$ cat config.mk
export PLATFORM = sky130hd
export DESIGN_NAME = stage5_writeback_stage
export DESIGN_NICKNAME = d
export VERILOG_FILES = /design/src/rtl/stage5_writeback_stage_pkg.sv /design/src/rtl/stage5_retire_counter.sv /design/src/rtl/stage5_writeback_stage.sv
export SDC_FILE = /design/constraint.sdc
export NUM_CORES = 1
export LEC_CHECK = 0
export ABC_AREA = 1
export CAP_MARGIN = 10
export CORE_MARGIN = 2
export CORE_UTILIZATION = 33
export DETAILED_ROUTE_END_ITERATION = 10
export GPL_TIMING_DRIVEN = 0
export PLACE_DENSITY = 0.64
export SKIP_CTS_REPAIR_TIMING = 1
export SYNTH_ARGS = -nofsm -noshare
export SYNTH_HDL_FRONTEND = slang
export SYNTH_SLANG_ARGS = --single-unit
export TNS_END_PERCENT = 30
$ cat constraint.sdc
create_clock -name CLK -period 2.25 [get_ports CLK]
set_input_delay 0.5625 -clock CLK [delete_from_list [all_inputs] [get_ports CLK]]
set_output_delay 0.5625 -clock CLK [all_outputs]
set_load 0.02 [all_outputs]
$ cat src/rtl/stage5_writeback_stage_pkg.sv
// Shared stage5 pipeline records and writeback FSM encoding.
package stage5_writeback_stage_pkg;

  localparam int unsigned WB_XLEN = 32;
  localparam int unsigned RD_W    = 5;

  // Writeback sequencer states
  localparam logic [1:0] ST_RUN    = 2'd0;
  localparam logic [1:0] ST_FLUSH  = 2'd1;
  localparam logic [1:0] ST_HALTED = 2'd2;

  typedef logic [1:0] wb_state_t;

  // EX/MEM pipeline record
  typedef struct packed {
    logic               valid;
    logic               reg_write;
    logic               mem_read;
    logic               mem_write;
    logic [RD_W-1:0]    rd;
    logic [WB_XLEN-1:0] alu_result;
    logic [WB_XLEN-1:0] store_data;
    logic [WB_XLEN-1:0] pc;
    logic               halt;
  } ex_mem_t;

  // MEM/WB pipeline record
  typedef struct packed {
    logic               valid;
    logic               reg_write;
    logic [RD_W-1:0]    rd;
    logic [WB_XLEN-1:0] rd_data;
    logic [WB_XLEN-1:0] pc;
    logic               halt;
  } mem_wb_t;

  // Empty MEM/WB slot
  function automatic mem_wb_t mem_wb_bubble();
    return '0;
  endfunction

endpackage

$ cat src/rtl/stage5_retire_counter.sv
// Retired-instruction counter with a per-entry "already counted" flag so a
// stalled entry retires exactly once.
module stage5_retire_counter #(
  parameter int unsigned INSTRET_W = 64
) (
  input  logic                 clk,
  input  logic                 rst_n,
  input  logic                 i_load,
  input  logic                 i_valid,
  input  logic                 i_count_en,
  output logic                 o_retire,
  output logic [INSTRET_W-1:0] o_instret
);

  logic                 r_counted;
  logic [INSTRET_W-1:0] r_instret;

  assign o_retire  = i_valid & ~r_counted;
  assign o_instret = r_instret;

  // Flag clears on every new load; counter wraps naturally
  always_ff @(posedge clk or negedge rst_n) begin
    if (!rst_n) begin
      r_counted <= 1'b0;
      r_instret <= '0;
    end else begin
      if (i_load) begin
        r_counted <= 1'b0;
      end else if (o_retire) begin
        r_counted <= 1'b1;
      end
      if (o_retire && i_count_en) begin
        r_instret <= r_instret + INSTRET_W'(1);
      end
    end
  end

endmodule

$ cat src/rtl/stage5_writeback_stage.sv
// Writeback stage: MEM/WB register, register-file write port, retire
// counting and halt sequencing (optional dcache drain before halting).
module stage5_writeback_stage
  import stage5_writeback_stage_pkg::*;
#(
  parameter int unsigned XLEN       = 32,
  parameter int unsigned INSTRET_W  = 64,
  parameter string       HALT_FLUSH = "enabled"
) (
  input  logic                 CLK,
  input  logic                 nRST,
  input  logic                 mem_wb_stall,
  input  logic                 mem_wb_flush,
  input  logic                 m_valid,
  input  logic                 m_reg_write,
  input  logic [4:0]           m_rd,
  input  logic [XLEN-1:0]      m_rd_data,
  input  logic [XLEN-1:0]      m_pc,
  input  logic                 m_halt,
  input  logic                 dflush_done,
  output logic                 rf_wen,
  output logic [4:0]           rf_rd,
  output logic [XLEN-1:0]      rf_wdata,
  output logic                 retire,
  output logic [XLEN-1:0]      wb_pc,
  output logic [INSTRET_W-1:0] instret,
  output logic                 dflush_req,
  output logic                 halt_stall,
  output logic                 halt
);

  localparam bit FLUSH_EN = (HALT_FLUSH == "enabled");

  mem_wb_t   r_mem_wb;
  mem_wb_t   w_mem_in;
  wb_state_t r_state;
  wb_state_t w_state_next;
  logic      r_dflush_req;
  logic      w_dflush_req_next;
  logic      w_run;
  logic      w_retire;
  logic      w_halt_go;
  logic      w_load;

  assign w_run     = (r_state == ST_RUN);
  assign w_halt_go = w_run & w_retire & r_mem_wb.halt;
  // Register freezes outside RUN and on the halt-retire cycle itself
  assign w_load    = w_run & ~w_halt_go & (mem_wb_flush | ~mem_wb_stall);

  // Incoming record; a flush replaces it with a bubble
  always_comb begin
    w_mem_in = mem_wb_bubble();
    if (!mem_wb_flush) begin
      w_mem_in.valid     = m_valid;
      w_mem_in.reg_write = m_reg_write;
      w_mem_in.rd        = m_rd;
      w_mem_in.rd_data   = WB_XLEN'(m_rd_data);
      w_mem_in.pc        = WB_XLEN'(m_pc);
      w_mem_in.halt      = m_halt;
    end
  end

  // MEM/WB pipeline register
  always_ff @(posedge CLK or negedge nRST) begin
    if (!nRST) begin
      r_mem_wb <= mem_wb_bubble();
    end else if (w_load) begin
      r_mem_wb <= w_mem_in;
    end
  end

  // Halt sequencer state register
  always_ff @(posedge CLK or negedge nRST) begin
    if (!nRST) begin
      r_state      <= ST_RUN;
      r_dflush_req <= 1'b0;
    end else begin
      r_state      <= w_state_next;
      r_dflush_req <= w_dflush_req_next;
    end
  end

  // Halt sequencer next state; flush request pulses on entry to FLUSH
  always_comb begin
    w_state_next      = r_state;
    w_dflush_req_next = 1'b0;
    case (r_state)
      ST_RUN: begin
        if (w_halt_go) begin
          if (FLUSH_EN) begin
            w_state_next      = ST_FLUSH;
            w_dflush_req_next = 1'b1;
          end else begin
            w_state_next = ST_HALTED;
          end
        end
      end
      ST_FLUSH: begin
        if (dflush_done) begin
          w_state_next = ST_HALTED;
        end
      end
      ST_HALTED: w_state_next = ST_HALTED;
      default:   w_state_next = ST_RUN;
    endcase
  end

  stage5_retire_counter #(
    .INSTRET_W (INSTRET_W)
  ) u_cnt (
    .clk        (CLK),
    .rst_n      (nRST),
    .i_load     (w_load),
    .i_valid    (r_mem_wb.valid),
    .i_count_en (r_state != ST_HALTED),
    .o_retire   (w_retire),
    .o_instret  (instret)
  );

  assign rf_wen     = r_mem_wb.valid & r_mem_wb.reg_write & (r_mem_wb.rd != 5'd0);
  assign rf_rd      = r_mem_wb.rd;
  assign rf_wdata   = XLEN'(r_mem_wb.rd_data);
  assign retire     = w_retire;
  assign wb_pc      = XLEN'(r_mem_wb.pc);
  assign dflush_req = r_dflush_req;
  assign halt_stall = ~w_run | w_halt_go;
  assign halt       = (r_state == ST_HALTED);

endmodule

==> impl_metrics.toml <==
[final_layout]
syn_to_final_growth_pct = 42.6
antennaDiodeCount = 0
n_fill_cell = 2268
drive_gt1_share_pct = 13.6
multi_input_area_mm2 = 0.00306
utilization_pct = 47.5
layout.nets = 1246
seqCellArea_mm2 = 0.00350

[global_routing]
grt_usage_pct = 18.4
grt_max_degree = 78
grt_pass1_wl_um = 34700
grt-ovfl-total = 0
antenna_found_initial = 0
grt_pass1_vias = 6790

[synthesis]
synth.avg_cell_area_um2 = 8.03
synth_warnings = 0
synthFlopType = "dfrtp_1"
ys_seq_area_share_pct = 46.9
synth_cell_types = 31
synth.cell_area_mm2 = 0.00747
synth_seq_cells = 140
async_reset_ff_share_pct = 100
syn_nets = 1012
synthCells = 930
synth_enable_flop_cells = 0

[worst_setup_path]
arrival_ns = 1.57
path_max_fanout = 7
max_stage_delay_ns = 0.66
rr_startpoint = "r_state[0]"
crit_buf_inv = 1
path_cells = "clkdlybuf4s50_1"
critPathRequiredTime_ns = 1.69
cp-start-kind = "register"
cp_slowest_cell = "clkdlybuf4s50_1"
crit_type = "reg -> out"
cpLargestDelayFamily = "buffers and inverters"
r2r_slack_ns = 0.15
rr_endpoint = "u_cnt.o_instret[14]"
worst_setup_path_end_kind = "output pin"
rr_worst_depth = 8

[clocking]
clock_latency_ns = 0.42
htreeDepth = 4
clock-root-buffer = "clkbuf_16"
cts_max_path_buffers = 2
cts.sinks = 140
cts_tree = "built"
clkSlewWorstSetupHoldPaths_ns = 0.06
cts_buffers = 17

[die]
die_area_mm2 = 0.0239
pin_count = 215
row_count = 55
start_util_pct = 33.3
die_h_um = 154
die_w_um = 154
core_mm2 = 0.0224

[placement]
gp_congestion = 0.884
dp_hpwl_um = 16400
pre_cts_ws_ns = 0.125
io_buffers = 214

[sta]
hold_viol_final = 0
slew_violations = 0
worst_pin_slew_ns = 0.629
fin_crit_ns = 2.14
slew_headroom_pct = 57.7
worst_clock_skew_ns = 0.00652
max_freq_ghz = 0.468
setup-violations-final = 0
worst_slack_ns = 0.113
min_period_over_period_pct = 95.0
rsz0062_at_grt = "no"

[power]
vdd_drop_max_mv = 0.683
power.density_mw_per_mm2 = 1030
combinationalPowerShare_pct = 39.3
p_int_mw = 7.29
clock_power_share_pct = 28.4
p_seq_share_pct = 32.4
power.total_mw = 10.9
total_leakage_power_nw = 4.88
swShare_pct = 33.3
switchingPower_mw = 3.65

[outcome]
outcome = "finished clean"

[routing]
wire_per_inst_um = 14.5
vias_per_cell = 4.57
routed_wl_um = 21200
drc = 0
antenna_left = 0
drt-initial-drc-count = 290
vias = 6677
dr.pass1.iters = 5

[flow_run]
cap_violations = 0

[worst_hold_path]
hold_path.class = "in -> async"
[how the worst max path moves through the flow]
stage                                   start                  end  cells after the start
final                     u_cnt.o_instret[55]          instret[55]                      1
after global routing               r_state[0]  u_cnt.o_instret[21]                      9
after CTS                        r_mem_wb[71]           halt_stall                      5
after detailed placement         mem_wb_flush            wb_pc[16]                      8
after global placement                   nRST  u_cnt.o_instret[55]                      1
after floorplan                    r_state[0]  u_cnt.o_instret[21]                      9
[metal layers]
layer | part of all wire (%) | track usage [%] | up-vias
met2 | 47 | 30.6 | 212
met5 | 0 | 0 | -
met1 | 41 | 21.4 | 3080
met4 | 2.4 | 6.61 | 0
li1 | - | - | 3352
met3 | 9.5 | 7.62 | 33
[synthesized netlist by cell type (10+ instances only)]
cell     number  share of area, %
nand2_1     293                15
dfrtp_1     140                47
nor2_1       83               4.2
o21ai_0      75               5.0
inv_1        72               3.6
buf_4        69               6.9
nand3_1      36               2.4
xor2_1       26               3.0
nand4_1      20               1.7
nor2_2       15               1.3
xnor2_1      15               1.8
buf_2        13              0.87
nor3_1       12              0.80
nand2_2      10              0.84
[stage by stage]
step | cells | hold WS (ns) | setup TNS (ns) | instance area, um2
after floorplan | 930 | 0.267 | 0 | 7470
after global placement | 1429 | 0.467 | -742.27 | 9970
after detailed placement | 1430 | 0.474 | 0 | 10000
after CTS | 1462 | 0.144 | -0.650 | 10600
after global routing | 1462 | 0.172 | 0 | 10700
final | 1462 | 0.122 | 0 | 10700
[placed cells by master, fill, tap and decap left out, types with 2 or more instances in the layout]
master,n
a21oi_1,3
and2_1,2
buf_2,13
buf_4,69
buf_6,2
bufinv_16,5
clkbuf_1,10
clkbuf_16,17
clkdlybuf4s50_1,209
clkinv_2,2
clkinv_4,2
clkinvlp_4,3
dfrtp_1,140
dlymetal6s2s_1,4
ha_1,5
inv_1,72
inv_6,2
nand2_1,293
nand2_2,10
nand2_4,2
nand3_1,36
nand3_2,3
nand3b_1,8
nand4_1,20
nor2_1,83
nor2_2,15
nor2_4,9
nor2_8,2
nor3_1,12
o21ai_0,75
xnor2_1,15
xor2_1,26
[registers in the layout, summed over array words and instances, names as in the netlist]
name	count
dflush_req	1
rf_rd	5
r_mem_wb	3
rf_wdata	32
u_cnt.o_instret	64
r_state	2
u_cnt.r_counted	1
wb_pc	32
[cell families after synthesis]
logic type                 share of synthesized area, %
adders and majority gates                         0.837
xor gates and xnor gates                           4.81
AOI/OAI and AO/OA                                  5.41
and+or+nand+nor                                    29.9
DFF                                                46.9
buffers and inverters                              12.1
[cell type report]
cell class,count,area share [%]
Multi-Input combinational cell,624,28.7
Clock buffer,18,4.03
Buffer,93,5.93
Sequential cell,140,32.9
Tap cell,285,3.35
Inverter,73,2.57
Clock inverter,14,2.04
Timing Repair Buffer,215,20.5
[power groups by stage]
stage / sequential (mW) / clock [mW] / combinational [mW]
2_1_floorplan: 3.51 / 0 / 2.54
3_3_place_gp: 3.57 / 0 / 4.31
3_5_place_dp: 3.57 / 0 / 4.35
4_1_cts: 3.55 / 3.16 / 4.38
5_1_grt: 3.62 / 3.27 / 4.71
6_report: 3.54 / 3.10 / 4.30
Power figures use the tool's default switching activity.
